===== src/rtl/collatz_sweep_ctrl_if.sv =====
// Engine-side bus of the Collatz sweep controller: start/seed out, done/steps back.
interface collatz_sweep_ctrl_if #(
  parameter int SEED_W = 16,
  parameter int STEP_W = 12
) ();
  // Handshake: eng_st is a one-cycle start pulse with eng_co valid and held
  // until the result returns; eng_done is a one-cycle pulse qualifying eng_steps.
  // There is no back-pressure, and the controller ignores eng_done unless it is waiting.
  logic              eng_st;
  logic [SEED_W-1:0] eng_co;
  logic              eng_done;
  logic [STEP_W-1:0] eng_steps;

  modport master (
    output eng_st,
    output eng_co,
    input  eng_done,
    input  eng_steps
  );

  modport slave (
    input  eng_st,
    input  eng_co,
    output eng_done,
    output eng_steps
  );
endinterface


===== src/rtl/collatz_sweep_ctrl.sv =====
// Sweeps seeds lo..hi through one Collatz engine and keeps the seed with the most steps.
// All outputs are registered; o_state exposes the FSM for observation.
module collatz_sweep_ctrl #(
  parameter int SEED_W  = 16,
  parameter int STEP_W  = 12,
  parameter int TIMEOUT = 4095
) (
  input  logic              clk,
  input  logic              rst_n,
  input  logic              i_go,
  input  logic              i_abort,
  input  logic [SEED_W-1:0] i_lo,
  input  logic [SEED_W-1:0] i_hi,
  collatz_sweep_ctrl_if.master eng,
  output logic              o_busy,
  output logic              o_done,
  output logic [SEED_W-1:0] o_best_seed,
  output logic [STEP_W-1:0] o_best_steps,
  output logic [SEED_W:0]   o_count,
  output logic              o_timeout_err,
  output logic [2:0]        o_state
);

  localparam int TMR_W = $clog2(TIMEOUT + 1);

  typedef enum logic [2:0] {
    S_IDLE   = 3'd0,
    S_ISSUE  = 3'd1,
    S_WAIT   = 3'd2,
    S_UPDATE = 3'd3,
    S_FINISH = 3'd4
  } state_t;

  state_t            r_state;
  logic              r_eng_st;
  logic [SEED_W-1:0] r_eng_co;
  logic [SEED_W-1:0] r_hi;
  logic [TMR_W-1:0]  r_timer;
  logic [STEP_W-1:0] r_steps;
  logic              r_valid;
  logic [SEED_W-1:0] r_best_seed;
  logic [STEP_W-1:0] r_best_steps;
  logic [SEED_W:0]   r_count;
  logic              r_timeout_err;
  logic              r_done;
  logic              r_busy;

  state_t            w_next_state;
  logic              w_accept;
  logic              w_result;
  logic              w_timeout;
  logic              w_update;
  logic [SEED_W-1:0] w_issue_seed;

  always_comb begin
    w_next_state = r_state;
    w_accept     = 1'b0;
    w_result     = 1'b0;
    w_timeout    = 1'b0;
    w_update     = 1'b0;
    w_issue_seed = (r_state == S_IDLE) ? i_lo : r_eng_co + 1'b1;
    case (r_state)
      S_IDLE: begin
        if (i_go) begin
          w_accept     = 1'b1;
          w_next_state = (i_lo <= i_hi) ? S_ISSUE : S_FINISH;
        end
      end
      S_ISSUE: begin
        w_next_state = i_abort ? S_FINISH : S_WAIT;
      end
      S_WAIT: begin
        // Abort outranks a result or timeout arriving in the same cycle.
        if (i_abort) begin
          w_next_state = S_FINISH;
        end else if (eng.eng_done) begin
          w_result     = 1'b1;
          w_next_state = S_UPDATE;
        end else if (r_timer == TMR_W'(TIMEOUT - 1)) begin
          w_timeout    = 1'b1;
          w_next_state = S_UPDATE;
        end
      end
      S_UPDATE: begin
        if (i_abort) begin
          w_next_state = S_FINISH;
        end else begin
          w_update = 1'b1;
          // Equality stop lets hi = all-ones terminate without wrapping the seed.
          w_next_state = (r_eng_co == r_hi) ? S_FINISH : S_ISSUE;
        end
      end
      S_FINISH: begin
        w_next_state = S_IDLE;
      end
      default: begin
        w_next_state = S_IDLE;
      end
    endcase
  end

  always_ff @(posedge clk or negedge rst_n) begin
    if (!rst_n) begin
      r_state       <= S_IDLE;
      r_eng_st      <= 1'b0;
      r_eng_co      <= '0;
      r_hi          <= '0;
      r_timer       <= '0;
      r_steps       <= '0;
      r_valid       <= 1'b0;
      r_best_seed   <= '0;
      r_best_steps  <= '0;
      r_count       <= '0;
      r_timeout_err <= 1'b0;
      r_done        <= 1'b0;
      r_busy        <= 1'b0;
    end else begin
      r_state  <= w_next_state;
      r_eng_st <= (w_next_state == S_ISSUE);
      r_done   <= (w_next_state == S_FINISH);
      r_busy   <= (w_next_state != S_IDLE);

      if (w_next_state == S_ISSUE) begin
        r_eng_co <= w_issue_seed;
      end

      if (r_state == S_ISSUE) begin
        r_timer <= '0;
      end else if (r_state == S_WAIT) begin
        r_timer <= r_timer + 1'b1;
      end

      if (w_result) begin
        r_steps <= eng.eng_steps;
        r_valid <= 1'b1;
      end else if (w_timeout) begin
        r_valid <= 1'b0;
      end

      if (w_accept) begin
        r_hi          <= i_hi;
        r_best_seed   <= '0;
        r_best_steps  <= '0;
        r_count       <= '0;
        r_timeout_err <= 1'b0;
      end else begin
        if (w_timeout) begin
          r_timeout_err <= 1'b1;
        end
        if (w_update) begin
          r_count <= r_count + 1'b1;
          // Strict compare keeps the earlier seed on a tie.
          if (r_valid && (r_steps > r_best_steps)) begin
            r_best_seed  <= r_eng_co;
            r_best_steps <= r_steps;
          end
        end
      end
    end
  end

  assign eng.eng_st    = r_eng_st;
  assign eng.eng_co    = r_eng_co;
  assign o_busy        = r_busy;
  assign o_done        = r_done;
  assign o_best_seed   = r_best_seed;
  assign o_best_steps  = r_best_steps;
  assign o_count       = r_count;
  assign o_timeout_err = r_timeout_err;
  assign o_state       = r_state;

endmodule


===== src/flat_wrapper.sv =====
// flat-port wrapper written by rule: the top's interface ports become plain ports
module collatz_sweep_ctrl_flat 
#(
  parameter int SEED_W  = 16,
  parameter int STEP_W  = 12,
  parameter int TIMEOUT = 4095
)
  (clk, rst_n, i_go, i_abort, i_lo, i_hi, o_busy, o_done, o_best_seed, o_best_steps, o_count, o_timeout_err, o_state, eng_eng_st, eng_eng_co, eng_eng_done, eng_eng_steps);
  collatz_sweep_ctrl_if #(.SEED_W(SEED_W), .STEP_W(STEP_W)) eng_i ();
  input  logic clk;
  input  logic rst_n;
  input  logic i_go;
  input  logic i_abort;
  input  logic [SEED_W-1:0] i_lo;
  input  logic [SEED_W-1:0] i_hi;
  output logic o_busy;
  output logic o_done;
  output logic [SEED_W-1:0] o_best_seed;
  output logic [STEP_W-1:0] o_best_steps;
  output logic [SEED_W:0] o_count;
  output logic o_timeout_err;
  output logic [2:0] o_state;
  output wire logic [$bits(eng_i.eng_st)-1:0] eng_eng_st;
  output wire logic [$bits(eng_i.eng_co)-1:0] eng_eng_co;
  input wire logic [$bits(eng_i.eng_done)-1:0] eng_eng_done;
  input wire logic [$bits(eng_i.eng_steps)-1:0] eng_eng_steps;
  assign eng_eng_st = eng_i.eng_st;
  assign eng_eng_co = eng_i.eng_co;
  assign eng_i.eng_done = eng_eng_done;
  assign eng_i.eng_steps = eng_eng_steps;
  collatz_sweep_ctrl #(.SEED_W(SEED_W), .STEP_W(STEP_W), .TIMEOUT(TIMEOUT)) u_core (.clk(clk), .rst_n(rst_n), .i_go(i_go), .i_abort(i_abort), .i_lo(i_lo), .i_hi(i_hi), .eng(eng_i), .o_busy(o_busy), .o_done(o_done), .o_best_seed(o_best_seed), .o_best_steps(o_best_steps), .o_count(o_count), .o_timeout_err(o_timeout_err), .o_state(o_state));
endmodule

===== config.mk =====
export PLATFORM = sky130hd
export DESIGN_NAME = collatz_sweep_ctrl_flat
export DESIGN_NICKNAME = d
export VERILOG_FILES = /design/src/rtl/collatz_sweep_ctrl_if.sv /design/src/rtl/collatz_sweep_ctrl.sv /design/src/flat_wrapper.sv
export SDC_FILE = /design/constraint.sdc
export NUM_CORES = 1
export LEC_CHECK = 0
export BUFFER_PORTS_ARGS = -buffer_cell sky130_fd_sc_hd__buf_2
export CAP_MARGIN = 20
export CORE_MARGIN = 2
export CORE_UTILIZATION = 55
export CTS_CLUSTER_DIAMETER = 60
export DETAILED_ROUTE_END_ITERATION = 6
export PLACE_DENSITY = 0.77
export SLEW_MARGIN = 5
export SYNTH_ARGS = -nofsm -noshare
export SYNTH_HDL_FRONTEND = slang
export SYNTH_SLANG_ARGS = --single-unit

===== constraint.sdc =====
create_clock -name clk -period 2.62 [get_ports clk]
set_input_delay 0.262 -clock clk [delete_from_list [all_inputs] [get_ports clk]]
set_output_delay 0.262 -clock clk [all_outputs]
set_load 0.05 [all_outputs]

# ---- Yosys cells after proc, flatten, opt, wreduce, memory -nomap -nowiden
# Cells that the tools add are included.
dict set report word_totals {
  output_inout_bits 68
  input_bits 49
  wordCells 69
  regBits 109
}
dict set report classes {
  muxes 35
  n_reduce_logical 9
  n_lt_le_gt_ge 2
  n_eq_ne 7
  add_sub_neg 3
}
# cell n
set op_table {}
lappend op_table {{$mux 16} 4}
lappend op_table {{$mux 12} 5}
lappend op_table {{$mux 17} 2}
lappend op_table {{$mux 3} 8}
lappend op_table {{$add 17x1->17 const B} 1}
lappend op_table {{$add 16x1->16 const B} 1}
lappend op_table {{$eq 16x16->1} 1}
lappend op_table {{$le 16x16->1} 1}
lappend op_table {{$mux 1} 15}
lappend op_table {{$add 12x1->12 const B} 1}
lappend op_table {{$eq 12x12->1 const B} 1}
lappend op_table {{$gt 12x12->1} 1}
lappend op_table {{$pmux 3 s4} 1}
lappend op_table {{$reduce_bool 2->1} 5}
lappend op_table {{$eq 3x1->1 const B} 2}
lappend op_table {{$eq 3x2->1 const B} 2}
lappend op_table {{$eq 3x3->1 const B} 1}
lappend op_table {{$logic_not 3->1} 1}
lappend op_table {{$reduce_bool 3->1} 1}
lappend op_table {{$reduce_and 2->1} 1}
lappend op_table {{$logic_and 1x1->1} 1}

# ---- Longest topological paths before layout
# Gate-level depths: netlist of run 1.
dict set report logic_depth {
  ltp_word 7
  depth_mapped 11
  mapped_depth_nobuf 9
}

# ---- Least setup slack after synthesis of run 1
# Ideal clock, no wire load.
dict set report synth_path {
  path_kind {register to register}
  startpoint {register u_core.r_best_steps[5] (netlist: u_core.o_best_steps[5])}
  endpoint {register u_core.r_best_steps[10] (netlist: u_core.o_best_steps[10])}
  period_less_slack_ns 2.744
  path_buffers 2
  setup_time_ns 0.125
  arrival_time_ns 2.619
  t_required_ns 2.495
  path_stages_with_launch 12
  setup_slack_ns -0.124
  path_cell_list {dfrtp_1 inv_1 ha_1 a21o_1 a21o_1 a21o_1 a21o_1 a221oi_1 o21ai_1 buf_4 buf_6 mux2_2}
}
dict set report synth_via {
  elab_chain_len 4
}
# item line_no
set synth_rtl {}
lappend synth_rtl {{start, declared} collatz_sweep_ctrl.sv:42} ;# logic [STEP_W-1:0] r_best_steps;
lappend synth_rtl {{start signal, assigned} collatz_sweep_ctrl.sv:155} ;# r_best_steps <= r_steps;
lappend synth_rtl {{$gt 12x12->1} collatz_sweep_ctrl.sv:153} ;# if (r_valid && (r_steps > r_best_steps)) begin
lappend synth_rtl {{$logic_and 1x1->1} collatz_sweep_ctrl.sv:153}
lappend synth_rtl {{$reduce_bool 2->1 (no source line)} n/a}
lappend synth_rtl {{$reduce_and 2->1 (no source line)} n/a}
# No other way between the ends.
# A chain may end at the register's enable or synchronous reset.

# ---- Worst setup path in the final report of run 1
dict set report layout_path {
  startpoint {register u_core.r_eng_co[1] (netlist: u_core.eng.eng_co[1])}
  endpoint {register u_core.r_eng_co[2] (netlist: u_core.eng.eng_co[2])}
}
dict set report layout_via {
  elab_chain_len 5
  elab_cells_between_ends 7
  classes_between {add/sub: 1; eq/ne: 2; mux: 4}
}
# item line_no
set layout_rtl {}
lappend layout_rtl {{start, declared} collatz_sweep_ctrl.sv:36} ;# logic [SEED_W-1:0] r_eng_co;
lappend layout_rtl {{start signal, assigned} collatz_sweep_ctrl.sv:124} ;# r_eng_co <= w_issue_seed;
lappend layout_rtl {{$eq 16x16->1} collatz_sweep_ctrl.sv:90} ;# w_next_state = (r_eng_co == r_hi) ? S_FINISH : S_ISSUE;
lappend layout_rtl {{$mux 3} collatz_sweep_ctrl.sv:90}
lappend layout_rtl {{$mux 3} collatz_sweep_ctrl.sv:85} ;# if (i_abort) begin
lappend layout_rtl {{$pmux 3 s4} collatz_sweep_ctrl.sv:62} ;# case (r_state)
lappend layout_rtl {{$eq 3x1->1} collatz_sweep_ctrl.sv:123} ;# if (w_next_state == S_ISSUE) begin
# Several ways; a longest one is shown, not always the timed one.

==> impl_metrics.ini, run 1 <==
[yosys]
synth_flop_cell = dfrtp_1
async_reset_ff_share_pct = 100
ys_seq_area_share_pct = 46.9
ys_types = 54
synth_cells = 593
synth_top_area_cell = dfrtp_1
synthTopCellsByArea = dfrtp_1 47%, ha_1 6.9%, nand2_1 4.8%, mux2_2 4.6%, xor2_1 3.8%
synth-edff-count = 0
netlist_area_um2 = 5810
syn_nets = 674
synth-seq-cells = 109
postSynthAreaPerCell_um2 = 9.80
ys_warn_count = 0
synth_top_area_share_pct = 46.9

[grt]
grt_pass1_vias = 4808
grtUsageTotal_pct = 25.8
grt_overflow = 0
grt_max_degree = 110
antenna_found_initial = 1
grt_pass1_wl_um = 23300

[pwr]
power.density_nw_per_um2 = 1030
p_leak_nw = 3.36
power_mw = 6.99
ir_worst_vdd_mv = 0.854

[final_layout]
layout_common_cells = 115 x buf_2, 108 x dfrtp_1, 74 x nand2_1
area_growth_pct = 17.3
layout-drive-gt1-share_pct = 25.0
regArea_um2 = 2730
utilization_pct = 66.4
antennaDiodeCount = 0
fillers = 845
fin_nets = 793
multiInputGateArea_um2 = 2790
final_common_cell = buf_2
instances_no_fill = 853

[worst_setup_path]
worst_r2r_path_depth = 8
worst-path-buf-inv = 1
crit_slowest_cell = nor4_1
start_kind = register
cp_cell_sequence = xor2_1 > nor4_1 > nand4_1 > nor2_1 > a2111oi_4 > and2_1 > buf_12 > a22oi_1
crit-reg2reg-launch = u_core.eng.eng_co[1]$_DFFE_PN0N_
endpoint = u_core.eng.eng_co[2]$_DFFE_PN0N_
crit_type = register to register
rrSetupSlack_ps = 170
cp_data_required_time_ps = 2910
crit_start = u_core.eng.eng_co[1]$_DFFE_PN0N_
worstReg2RegEnd = u_core.eng.eng_co[2]$_DFFE_PN0N_
critical_path.top_delay_family = simple AND/OR/NAND/NOR gates
crit_fanout = 17
end_kind = register
slowest_delay_ps = 490
path_depth = 8
worstPathArrival_ps = 2740

[routing]
num_vias = 4861
drc = 0
drt_wl_total_um = 14100
antenna_left = 0
first_iter_violations = 384
drt-vias-per-instance = 5.70
wl_per_cell_um = 16.5
dr.pass1.iters = 5

[placement]
numPortBuffers = 116
dp_cells = 836
dp_hpwl_um = 10300
gp_congestion = 0.857

[floorplan]
core-area_um2 = 10300
num_rows = 37
start_util_pct = 56.6
die-area_um2 = 11400
ios = 117
die_x_um = 107
die_h_um = 107

[timing]
timing.fmax_ghz = 0.408
skew_ps = 15.7
slew_headroom_pct = 58.2
period_needed_ps = 2450
hold_viol = 0
fin_setup_tns_ps = 0
worstMarginPinSlew_ps = 627
post-route-period-util_pct = 93.6
holdWs_ps = 111
setup_viol = 0
slew_viol_final = 0

[clocking]
cts_root_buffer = clkbuf_8
cts.htree.levels = 3
cts_tree = yes
post_cts_buffers = 0
cts_buffers = 9
clk_latency_ps = 380
clk_path_buf_depth = 2
path_clk_slew_ps = 100
cts.sinks = 109

[min_path]
hold_path.class = input port to register

[flow_run]
drv_cap = 0

[run_status]
status = finished, final reports clean
==> power breakdown <==
part	internal, mW	leakage [nW]	switching, mW
combinational	1.10	1.84	2.21
clock	0.539	0.101	0.566
sequential	2.11	1.42	0.476
==> Yosys cell counts, types with 3 or more instances <==
| cell | count |
|---|---|
| dfrtp_1 | 109 |
| nand2_1 | 74 |
| inv_1 | 47 |
| nor2_1 | 41 |
| o21ai_0 | 41 |
| ha_1 | 32 |
| xor2_1 | 25 |
| mux2_2 | 24 |
| a21oi_1 | 23 |
| nand3_1 | 20 |
| mux2i_1 | 19 |
| a31oi_1 | 14 |
| nand4_1 | 14 |
| clkbuf_1 | 13 |
| o211ai_1 | 9 |
| o22ai_1 | 7 |
| and2_1 | 5 |
| nand2b_1 | 5 |
| nor4_1 | 5 |
| or3_1 | 5 |
| a21o_1 | 4 |
| buf_4 | 4 |
| o31ai_1 | 4 |
| xnor2_1 | 4 |
| and4_1 | 3 |
| nor3_1 | 3 |
| o32ai_1 | 3 |
==> layout make-up <==
type | count | area share [%]
inverters | 47 | 2.59
repair buffers | 132 | 10.9
flip-flops and latches | 109 | 40.0
multi-input cells | 413 | 41.0
clock inverters | 4 | 1.06
clock buffers | 12 | 1.98
well taps | 136 | 2.50
==> per-layer routing <==
metal,wire length (µm),global-route usage [%],vias up
met1,6070,33.8,2322
met4,210,7.51,2
met2,6820,43.8,204
li1,-,-,2309
met3,934,4.86,24
met5,13,0,-
==> through the flow <==
stage / instance area [µm²] / setup slack (ps)
global placement: 6600 / 144
floorplan: 5810 / 13.5
detailed placement: 6600 / 64.4
global route: 6820 / -18.4
finish: 6820 / 166
CTS: 6810 / 37.8
==> worst min-delay path by stage <==
stage,startpoint,end,slack [ps],cells past startpoint
3_5_place_dp,rst_n,u_core.r_steps[5]$_DFFE_PN0P_,380,2
4_1_cts,eng_eng_steps[4],u_core.r_steps[4]$_DFFE_PN0P_,90,2
2_1_floorplan,rst_n,u_core.eng.eng_co[0]$_DFFE_PN0N_,-30,0
3_3_place_gp,rst_n,u_core.r_steps[6]$_DFFE_PN0P_,380,2
6_report,eng_eng_steps[4],u_core.r_steps[4]$_DFFE_PN0P_,110,2
5_1_grt,eng_eng_steps[4],u_core.r_steps[4]$_DFFE_PN0P_,90,2
==> cell families after synthesis <==
family | after synthesis | share of synthesized area, %
simple gates | 186 | 15.0
compound gates | 123 | 13.6
flops | 109 | 46.9
buf+inv | 71 | 5.34
mux | 43 | 7.92
fa+ha+maj | 32 | 6.89
xor+xnor | 29 | 4.37
==> sequential cells by signal, summed over array words and instances (netlist names) <==
| register | cells |
|---|---|
| u_core.o_count | 17 |
| u_core.eng.eng_co | 16 |
| u_core.o_best_seed | 16 |
| u_core.r_hi | 16 |
| u_core.o_best_steps | 12 |
| u_core.r_steps | 12 |
| u_core.r_timer | 12 |
| u_core.o_state | 3 |
| u_core.eng.eng_st | 1 |
| u_core.o_busy | 1 |
| u_core.o_done | 1 |
| u_core.o_timeout_err | 1 |
| u_core.r_valid | 1 |
==> what timing repair did <==
action | CTS | global route
resized for setup | 0 | 1
setup endpoints to repair | 0 | 18
hold endpoints to repair | 109 | 0
hold buffers | 1 | 0
(Power assumes the default switching activity.)
==> run 2, diff against run 1 <==
ABC_AREA = 1   (was not set)
CORE_UTILIZATION = 51   (was 55)
PLACE_DENSITY = 0.74   (was 0.77)
clock period = 2.2 ns   (was 2.62 ns; I/O delays follow)
==> impl_metrics.ini, run 2 <==
[pwr]
clock_power_share_pct = 18.6
swShare_pct = 46.9
p_int_mw = 4.39
p_leak_nw = 3.97
ir_worst_vdd_mv = 0.633
pwr-share-comb_pct = 44.8
p_seq_share_pct = 36.6
power_switching_mw = 3.87
power.density_nw_per_um2 = 1130

[clocking]
postCtsHoldBufs = 1
clk_path_buf_depth = 2
cts_buffers = 9
ctsResizeCount = 0
cts.htree.levels = 3
cts_tree = yes
post_cts_buffers = 0
clk_latency_ps = 360
cts.sinks = 109
path_clk_slew_ps = 70
cts_root_buffer = clkbuf_16

[timing]
setup_viol = 0
hold_viol = 0
timing.fmax_ghz = 0.509
worstMarginPinSlew_ps = 542
period_needed_ps = 1970
post-route-period-util_pct = 89.3
rsz0062_at_grt = no
skew_ps = 4.60
slew_viol_final = 0
fin_setup_tns_ps = 0
slew_headroom_pct = 63.9

[worst_setup_path]
start_kind = register
cp_data_required_time_ps = 2500
critical_path.top_delay_family = simple AND/OR/NAND/NOR gates
cp_cell_sequence = ha_1 > nand2_1 > nor3_2 > nand3_1 > xor2_1 > o21ai_0 > nand3_1 > nand2_1
crit_type = register to register
end_kind = register
slowest_delay_ps = 490
crit_slowest_cell = dfrtp_1
crit_fanout = 7
worst-path-buf-inv = 0
worstPathArrival_ps = 2270

[yosys]
synth-edff-count = 0
syn_nets = 905
synthTopCellsByArea = dfrtp_1 44%, nand2_1 16%, ha_1 6.4%, inv_1 6.0%, nand3_1 5.8%
synth_common_cells = 262 x nand2_1, 109 x dfrtp_1, 100 x inv_1
ys_types = 40
ys_seq_area_share_pct = 43.6
synthSimpleGateAreaFrac_pct = 29.1
synth_flop_cell = dfrtp_1
synth-seq-cells = 109
postSynthAreaPerCell_um2 = 7.59
synth_mux_area_share_pct = 2.14
synth_cells = 824
synth_compound_area_share_pct = 7.86
synth-xor-area-share_pct = 2.52
netlist_area_um2 = 6250
ys_warn_count = 0
synth_top_family_by_area = simple AND/OR/NAND/NOR gates
synthAdderAreaFrac_pct = 6.40
synth_top_area_share_pct = 43.6
async_reset_ff_share_pct = 100
synth_top_area_cell = dfrtp_1
synth.most_common_cell = nand2_1

[floorplan]
die_x_um = 115
ios = 117
die-area_um2 = 13200
die_h_um = 115
start_util_pct = 52.1
core-area_um2 = 12000
num_rows = 40

[routing]
drt-vias-per-instance = 5.19
drt_wl_total_um = 15300
wl_per_cell_um = 13.9
num_vias = 5704
dr.pass1.iters = 5
drc = 0
antenna_left = 0
first_iter_violations = 400

[final_layout]
utilization_pct = 61.1
largest_reg_flops = 17
area_growth_pct = 17.4
layout_common_cells = 261 x nand2_1, 115 x buf_2, 109 x dfrtp_1
fin_nets = 1028
final_common_cell = nand2_1
fillers = 1119
instances_no_fill = 1099
antennaDiodeCount = 0
layout-drive-gt1-share_pct = 18.3

[min_path]
hold_path.class = input port to register

[run_status]
status = finished, final reports clean

[placement]
dp_hpwl_um = 11500
numPortBuffers = 116
dp_cells = 1082
gp_congestion = 0.906

[grt]
grt_overflow = 0
grt_pass1_wl_um = 25400
grt_max_degree = 54
grtUsageTotal_pct = 24.3
grt_pass1_vias = 5276
antenna_found_initial = 0

[flow_run]
drv_cap = 0
## run 2: cell types whose count changed after synthesis, sizes merged, moves of 14 or more
cell,before,now
mux2i,19,1
a31oi,15,1
nand2,74,265
nand3,20,73
nor3,4,20
nor2,42,59
inv,47,105
## run 2: worst register-to-register path, delay by kind of cell (launching register included)
family / cells / cell delay, ps
and+or+nand+nor: 5 / 820
DFF: 1 / 490
adders and majority gates: 1 / 240
AOI/OAI and AO/OA: 1 / 190
xor gates and xnor gates: 1 / 180
## run 2: cell families after synthesis
family	count (synthesis)
compound gates	90
simple gates	432
fa+ha+maj	32
flops	109
mux	12
buf+inv	131
xor+xnor	18
## run 2: final cells by class
class                   instances  area [µm²]  share of cell area (%)
inverters                     106         398                    5.42
clock buffers                  11         233                    3.17
repair buffers                137         756                    10.3
clock inverters                 5        37.5                   0.511
flip-flops and latches        109        2730                    37.2
multi-input cells             584        3010                    40.9
well taps                     147         184                    2.51
## run 2: final timing paths
check / start / end / slack [ps] / cells after the start
max: u_core.eng.eng_co[1]$_DFFE_PN0N_ / u_core.eng.eng_co[10]$_DFFE_PN0N_ / 230 / 8
min: eng_eng_steps[5] / u_core.r_steps[5]$_DFFE_PN0P_ / 90 / 2
max reg2reg: u_core.eng.eng_co[1]$_DFFE_PN0N_ / u_core.eng.eng_co[10]$_DFFE_PN0N_ / 230 / 8
min reg2reg: u_core.r_steps[0]$_DFFE_PN0P_ / u_core.o_best_steps[0]$_DFFE_PN0P_ / 490 / 2
max in group asynchronous: rst_n / u_core.o_best_seed[2]$_DFFE_PN0P_ / 1160 / 3
min in group asynchronous: rst_n / u_core.o_best_steps[3]$_DFFE_PN0P_ / 380 / 2
## run 2: metrics by stage
stage	power (mW)	hold WS [ps]	area [µm²]	worst slack, ps
final	8.26	89.4	7340	234
after global routing	8.90	75.5	7340	31.7
after CTS	8.30	78.6	7340	239
after detailed placement	6.76	247	7060	111
after global placement	6.70	249	7060	216
after floorplan	5.71	-75.6	6250	110
## run 2: layer usage
| layer | up-vias | share of wire, % | GRT usage, % |
|---|---|---|---|
| met5 | - | 0 | 0 |
| met4 | 0 | 0.82 | 6.10 |
| met3 | 11 | 5.1 | 5.38 |
| li1 | 2883 | - | - |
| met2 | 143 | 46 | 38.7 |
| met1 | 2667 | 48 | 34.3 |
## run 2: power by group through the flow
stage	sequential (mW)	combinational [mW]	clock, mW
after CTS	3.01	3.72	1.56
after global routing	3.09	4.17	1.64
after floorplan	3.66	2.05	0
after detailed placement	3.05	3.71	0
final	3.02	3.71	1.53
after global placement	3.04	3.67	0
==> run 3, diff against run 2 <==
ABC_AREA = 0   (was 1)
CORE_ASPECT_RATIO = 1.75   (was not set)
CORE_UTILIZATION = 50   (was 51)
==> impl_metrics.ini, run 3 (synthesis gave the netlist of run 1 again) <==
[placement]
numPortBuffers = 116
dpl_cell_area_um2 = 7090
gp_congestion = 0.844
dp_hpwl_um = 11700

[floorplan]
die_x_um = 85.5
start_util_pct = 50.8
num_rows = 52
core-area_um2 = 11500
ios = 117
die-area_um2 = 12500
die_h_um = 147

[clocking]
cts_tree = yes
cts_root_buffer = clkbuf_16
cts.sinks = 109
clk_path_buf_depth = 2
cts_buffers = 9
path_clk_slew_ps = 70
cts.htree.levels = 3
clk_latency_ps = 350

[worst_setup_path]
end_kind = register
crit_top_cell = a21o_1
crit_fanout = 7
cp_cell_sequence = inv_2 > ha_4 > a21o_1 > a21o_1 > a21o_1 > a21o_1 > a221oi_4 > o21ai_4 > mux2_4
crit_slowest_cell = dfrtp_2
start_kind = register
cp_data_required_time_ps = 2430
crit_type = register to register
worstPathArrival_ps = 2540
slowest_delay_ps = 400

[routing]
first_iter_violations = 365
num_vias = 5108
drc = 0
drt-vias-per-instance = 5.69
wl_per_cell_um = 17.3
dr.pass1.iters = 5
antenna_left = 0
drt_wl_total_um = 15500

[final_layout]
fin_nets = 839
final_common_cell = buf_2
largest_reg_flops = 17
layout-drive-gt1-share_pct = 35.4
area_growth_pct = 28.8
utilization_pct = 65.4
antennaDiodeCount = 0
layout_common_cells = 115 x buf_2, 99 x dfrtp_1, 74 x nand2_1
fillers = 911
final_area_um2 = 7490

[grt]
grtUsageTotal_pct = 25.2
antenna_found_initial = 0
grt_overflow = 0
grt_pass1_wl_um = 25100
grt_pass1_vias = 5215
grt_max_degree = 51

[pwr]
p_leak_nw = 3.61
ir_worst_vdd_mv = 0.713
power.density_nw_per_um2 = 1220

[run_status]
violations = negative setup slack
status = complete, but fails checks

[timing]
slew_viol_final = 0
timing.fmax_ghz = 0.434
hold_viol = 0
period_needed_ps = 2300
rsz0062_at_grt = yes
slew_headroom_pct = 61.8
setup_viol = 28
setup_ws_ps = -102
post-route-period-util_pct = 105
holdWs_ps = 103
worstMarginPinSlew_ps = 571
skew_ps = 11.1

[flow_run]
drv_cap = 0

[min_path]
hold_path.class = input port to register
run 3: cell count changes in the layout (fill, tap and decap cells not counted), sizes merged, moves of 8 or more:
cell / delta
buf: +40
nand2: -191
nand3: -53
inv: -54
mux2i: +18
a31oi: +14
nor3: -16
mux2: +13
nor2: -17
o211ai: +8
xor2: +11
o21ai: -9
run 3: final timing paths:
check                      slack, ps                                  to  cells past startpoint                                from
setup / recovery                -100  u_core.o_best_steps[1]$_DFFE_PN0P_                      9  u_core.o_best_steps[5]$_DFFE_PN0P_
hold / removal                   100      u_core.r_steps[10]$_DFFE_PN0P_                      2                   eng_eng_steps[10]
setup reg to reg                -100  u_core.o_best_steps[1]$_DFFE_PN0P_                      9  u_core.o_best_steps[5]$_DFFE_PN0P_
hold reg to reg                  500      u_core.r_timer[11]$_DFFE_PN0P_                      1      u_core.r_timer[11]$_DFFE_PN0P_
max in group asynchronous       1090         u_core.o_state[1]$_DFF_PN0_                      3                               rst_n
min in group asynchronous        380  u_core.o_best_seed[13]$_DFFE_PN0P_                      2                               rst_n
run 3: metrics by stage:
stage,setup slack (ps),power (mW),std cells,TNS [ps]
global route,-193,9.67,898,-4530
detailed placement,-167,7.39,877,-5440
floorplan,-194,5.91,593,-1650
CTS,-142,9.05,897,-3060
global placement,-86.1,7.26,877,-2440
finish,-102,9.14,898,-2130
run 3: cell type report:
cell class | instances | area [µm²] | share of cell area [%]
Clock buffer | 9 | 225 | 3.01
Clock inverter | 7 | 56.3 | 0.752
Inverter | 47 | 181 | 2.42
Multi-Input combinational cell | 414 | 3030 | 40.5
Sequential cell | 109 | 2740 | 36.6
Tap cell | 135 | 169 | 2.26
Timing Repair Buffer | 177 | 1080 | 14.5
run 3: worst max-delay path: cells and delay by family, from the launching register on:
family	cells	cell delay [ps]
mux	1	340
fa+ha+maj	1	200
compound gates	6	1180
buf+inv	1	70
flops	1	400
run 3: where the power goes:
group	switching (mW)	internal (mW)
clock	0.789	0.788
sequential	0.387	2.52
combinational	3.02	1.63
total	4.20	4.94
run 3: routing by layer:
layer / track usage (%) / vias up / routed length (µm) / part of all wire, %
met5: 0 / - / 0 / 0
met4: 12.5 / 0 / 621 / 4.0
met3: 3.11 / 45 / 654 / 4.2
met2: 44.6 / 194 / 8290 / 53
met1: 29.5 / 2454 / 5940 / 38
li1: - / 2415 / - / -
run 3: repair_timing:
| item | CTS | global route |
|---|---|---|
| endpoints found under the hold margin | 36 | 0 |
| resized for setup | 5 | 10 |
| endpoints found under the setup margin | 28 | 45 |
| pin swaps | 2 | 2 |
| cloned | 1 | 0 |
| buffers inserted | 2 | 1 |
| hold buffers | 1 | 0 |
